$ cat config.mk
export PLATFORM = sky130hd
export DESIGN_NAME = fifo_read_pointer
export DESIGN_NICKNAME = d
export VERILOG_FILES = /design/src/rtl/fifo_read_pointer.sv
export SDC_FILE = /design/constraint.sdc
export NUM_CORES = 1
export LEC_CHECK = 0
export CAP_MARGIN = 20
export CORE_AREA = 2 2 46 48
export CTS_BUF_LIST = sky130_fd_sc_hd__clkbuf_8
export DETAILED_ROUTE_END_ITERATION = 10
export DIE_AREA = 0 0 48 50
export GPL_TIMING_DRIVEN = 0
export HOLD_SLACK_MARGIN = 0.03
export MAX_ROUTING_LAYER = met4
export PLACE_DENSITY = 0.82
export SYNTH_ARGS = -nofsm -noshare
export SYNTH_HDL_FRONTEND = slang
export SYNTH_SLANG_ARGS = --single-unit
$ cat constraint.sdc
create_clock -name clk -period 3.5 [get_ports clk]
set_clock_uncertainty 0.05 [all_clocks]
set_input_delay 0.35 -clock clk [delete_from_list [all_inputs] [get_ports clk]]
set_output_delay 0.35 -clock clk [all_outputs]
set_load 0.005 [all_outputs]
$ cat src/rtl/fifo_read_pointer.sv
// fifo_read_pointer: read-side controller of the single-clock FIFO with a
// first-word-fall-through output stage and valid/ready handshake.
module fifo_read_pointer #(
    parameter int PTR_LENGTH = 5,
    parameter int DATA_WIDTH = 8,
    parameter int AE_THRESH  = 2
) (
    input  logic                  clk,
    input  logic                  reset_n,
    input  logic [PTR_LENGTH-1:0] wptr,
    input  logic                  flush,
    input  logic                  dout_ready,
    input  logic [DATA_WIDTH-1:0] mem_rdata,
    output logic [PTR_LENGTH-1:0] rptr,
    output logic                  mem_rd_en,
    output logic [PTR_LENGTH-2:0] mem_raddr,
    output logic                  fifo_empty,
    output logic                  almost_empty,
    output logic [PTR_LENGTH-1:0] level,
    output logic [DATA_WIDTH-1:0] dout,
    output logic                  dout_valid,
    output logic                  err_underflow
);
    typedef enum logic {EMPTY = 1'b0, VALID = 1'b1} state_t;

    localparam logic [PTR_LENGTH-1:0] AE_LVL = PTR_LENGTH'(AE_THRESH);
    localparam logic [PTR_LENGTH-1:0] ONE    = PTR_LENGTH'(1);

    state_t                  state_q, state_d;
    logic [PTR_LENGTH-1:0]   rptr_q, rptr_d;
    logic                    err_q, err_d;
    logic                    pop;

    always_ff @(posedge clk or negedge reset_n) begin
        if (!reset_n) begin
            state_q <= EMPTY;
            rptr_q  <= '0;
            err_q   <= 1'b0;
        end else begin
            state_q <= state_d;
            rptr_q  <= rptr_d;
            err_q   <= err_d;
        end
    end

    always_comb begin
        dout_valid = (state_q == VALID);
        fifo_empty = (wptr == rptr_q);
        pop        = dout_valid & dout_ready;
        // the read doubles as prefetch when idle and as refill alongside a pop
        mem_rd_en  = ~flush & ~fifo_empty & (~dout_valid | dout_ready);
        rptr_d     = flush ? wptr : mem_rd_en ? rptr_q + ONE : rptr_q;
        state_d    = flush ? EMPTY : mem_rd_en ? VALID : pop ? EMPTY : state_q;
        err_d      = flush ? 1'b0 : (dout_ready & ~dout_valid) ? 1'b1 : err_q;
    end

    assign rptr          = rptr_q;
    assign mem_raddr     = rptr_q[PTR_LENGTH-2:0];
    assign level         = (wptr - rptr_q) + {{(PTR_LENGTH-1){1'b0}}, dout_valid};
    assign almost_empty  = (level <= AE_LVL);
    assign dout          = mem_rdata;
    assign err_underflow = err_q;
endmodule

==> results <==
[placed cells by master (no fill, tap or decap)]
cell type        instances
xnor2_1                  4
dfrtp_2                  1
nor2b_1                  1
a21o_1                   1
mux2i_1                  1
and3_1                   1
or3_1                    2
nand3_1                  2
o21ai_0                  4
fa_1                     1
nand2_1                  3
ha_4                     1
o31ai_1                  1
clkbuf_1                 1
buf_4                   12
clkbuf_8                 3
nor3b_1                  1
xor2_2                   1
nor4b_2                  1
o22ai_1                  1
o311ai_1                 1
nand2b_1                 1
clkdlybuf4s50_1         34
a21oi_1                  7
o311ai_0                 1
dfrtp_1                  6
or2_2                    1
nor3_1                   1
ha_1                     8
xor2_1                   1
a31oi_1                  2
nor2_1                   5
inv_1                   12
[Yosys cell counts, drive strengths merged (2+ instances only)]
library cell  number  area [sq um]
buf               12          90.1
inv               11          41.3
ha                 9           113
a21oi              7          35.0
dfrtp              7           175
nor2               5          18.8
o21ai              4          20.0
xnor2              4          35.0
nand2              3          11.3
a31oi              2          12.5
nand3              2          10.0
o311ai             2          17.5
or3                2          12.5
xor2               2          25.0
[cells by family after synthesis]
logic type | after synthesis | synth area share (%)
AOI/OAI and AO/OA | 18 | 14.7
xor gates and xnor gates | 6 | 8.29
adders and majority gates | 10 | 18.3
buffers and inverters | 24 | 18.7
DFF | 7 | 24.2
muxes | 1 | 1.38
and+or+nand+nor | 19 | 14.5
[critical path, delay by kind of cell]
kind	cells	cell delay, ps
simple gates	3	590
buf+inv	3	1070
compound gates	1	110
fa+ha+maj	2	790
[how the worst max path moves through the flow]
stage,depth (start not counted),startpoint,end
2_1_floorplan,9,rptr[0]$_DFFE_PN0P_,level[4]
3_3_place_gp,9,wptr[1],almost_empty
3_5_place_dp,9,wptr[1],almost_empty
4_1_cts,10,rptr[0]$_DFFE_PN0P_,almost_empty
5_1_grt,10,rptr[0]$_DFFE_PN0P_,almost_empty
6_report,9,wptr[1],almost_empty
[registers in the layout (all words and copies together), names as in the netlist]
signal / cells
rptr: 5
dout_valid: 1
err_underflow: 1
[metrics by stage]
step | area (sq um) | hold slack (ps)
after floorplan | 724 | 4.41
after global placement | 1100 | 436
after detailed placement | 1100 | 451
after CTS | 1140 | 352
after global routing | 1160 | 375
final | 1160 | 349
[layout make-up]
type / instances / area [sq um] / area share, %
repair buffers: 34 / 340 / 29.4
plain buffers: 13 / 93.8 / 8.11
well taps: 27 / 33.8 / 2.92
multi-input cells: 54 / 427 / 36.9
clock buffers: 3 / 41.3 / 3.57
clock inverters: 1 / 3.75 / 0.324
inverters: 11 / 41.3 / 3.57
flip-flops and latches: 7 / 176 / 15.2
[metal layers]
metal  global-route usage, %  vias up  wire [microns]
met5                       -        -               0
met4                    4.95        0              35
met3                    5.86        4              99
met2                    26.2       27             971
met1                    20.0      326             796
li1                        -      355               -
[power by group through the flow]
| stage | combinational [mW] | clock, mW | sequential [mW] |
|---|---|---|---|
| global placement | 0.314 | 0 | 0.110 |
| finish | 0.329 | 0.109 | 0.110 |
| floorplan | 0.164 | 0 | 0.108 |
| CTS | 0.327 | 0.111 | 0.110 |
| global route | 0.365 | 0.116 | 0.112 |
| detailed placement | 0.325 | 0 | 0.111 |
==> results_dict.tcl <==
set metrics [dict create \
    fmaxAchievable_ghz 0.302 \
    nNetsFinal 151 \
    synthFlopType "dfrtp_1" \
    ys_ff_latch 7 \
    hold_buffers 0 \
    syn_area_sq_um 724 \
    cts_resized 0 \
    wl_per_cell_microns 12.7 \
    grt_pass1_wl_microns 2850 \
    synth-edff-count 0 \
    grt_max_degree 10 \
    dieArea_sq_mm 0.00240 \
    fillers 175 \
    max_cap_viol_count 0 \
    powerDensity_mw_per_mm2 474 \
    syn_nets 112 \
    clockRootBuffer "clkbuf_8" \
    start_util_pct 38.1 \
    combPwrFrac_pct 60.0 \
    path_cells "clkdlybuf4s50_1 > ha_4 > inv_1 > fa_1 > nor2b_1 > o21ai_0 > and3_1 > nor4b_2 > clkdlybuf4s50_1" \
    slew_violations 0 \
    drt_wl_total_microns 1900 \
    crit_arrival_ps 2920 \
    drc 0 \
    postRouteAntennaNets 0 \
    viasPerCell 4.75 \
    core_sq_mm 0.00190 \
    layout.cells.non_filler 150 \
    num_rows 16 \
    status "complete, no violations" \
    worstMarginPinSlew_ps 506 \
    worstPathRequired_ps 3100 \
    slew_headroom_pct 66.0 \
    track_usage_pct 16.8 \
    rsz0062_at_grt "false" \
    num_vias 712 \
    slowest_delay_ps 540 \
    htree_levels 1 \
    antenna_found_initial 0 \
    finalPower_uw 549 \
    fin_crit_ps 3320 \
    diodes 0 \
    hold_violations 0 \
    gr-total-overflow 0 \
    fin_util_pct 60.9 \
    postCtsSetupBuffers 0 \
    first_pass_iters 4 \
    vdd_drop_max_uv 326 \
    end_kind "output port" \
    p_int_uw 369 \
    drive_above_1_share_pct 16.3 \
    finalCritPeriodShare_pct 94.7 \
    avgSynthCellArea_sq_um 8.52 \
    cts_buffer_depth 2 \
    clk_latency_ps 220 \
    path_max_fanout 3 \
    critPathSlowestCell "clkdlybuf4s50_1" \
    yosysSeqAreaShare_pct 24.2 \
    final.setup.tns_ps 0 \
    clock-sinks 7 \
    port_buffers 34 \
    synth.distinct_cells 29 \
    r2r_start "rptr[1]$_DFFE_PN0P_" \
    cpMostUsedCell "clkdlybuf4s50_1" \
    synthArstFlopShare_pct 100 \
    rr_worst_depth 6 \
    hold_class "primary input to asynchronous set/reset pin" \
    setup_violations 0 \
    sw_frac_of_total_pct 32.8 \
    cts_tree "done" \
    dpl.cell_count 146 \
    die_x_microns 48 \
    yosysWarnings 0 \
    worst_slack_ps 184 \
    drt_iter0_drc 7 \
    synthCells 85 \
    grt_pass1_vias 673 \
    area_delta_synth_final_pct 59.8 \
    place_ws_ps 169 \
    crit-reg2reg-capture "rptr[3]$_DFFE_PN0P_" \
    p_switching_uw 180 \
    die_h_microns 50 \
    cts_buffers 3 \
    seq_power_share_pct 20.1 \
    dp_hpwl_microns 1520 \
    p_leak_nw 0.518 \
    clk_pin_slew_worst_paths_ps 40 \
    reg2reg_slack_ps 1560 \
    clock_power_share_pct 19.9 \
    path_class "primary input to output port" \
    ios 44 \
    gp_congestion 0.768 \
    start_kind "primary input" \
]
Power figures use the tool's default switching activity.
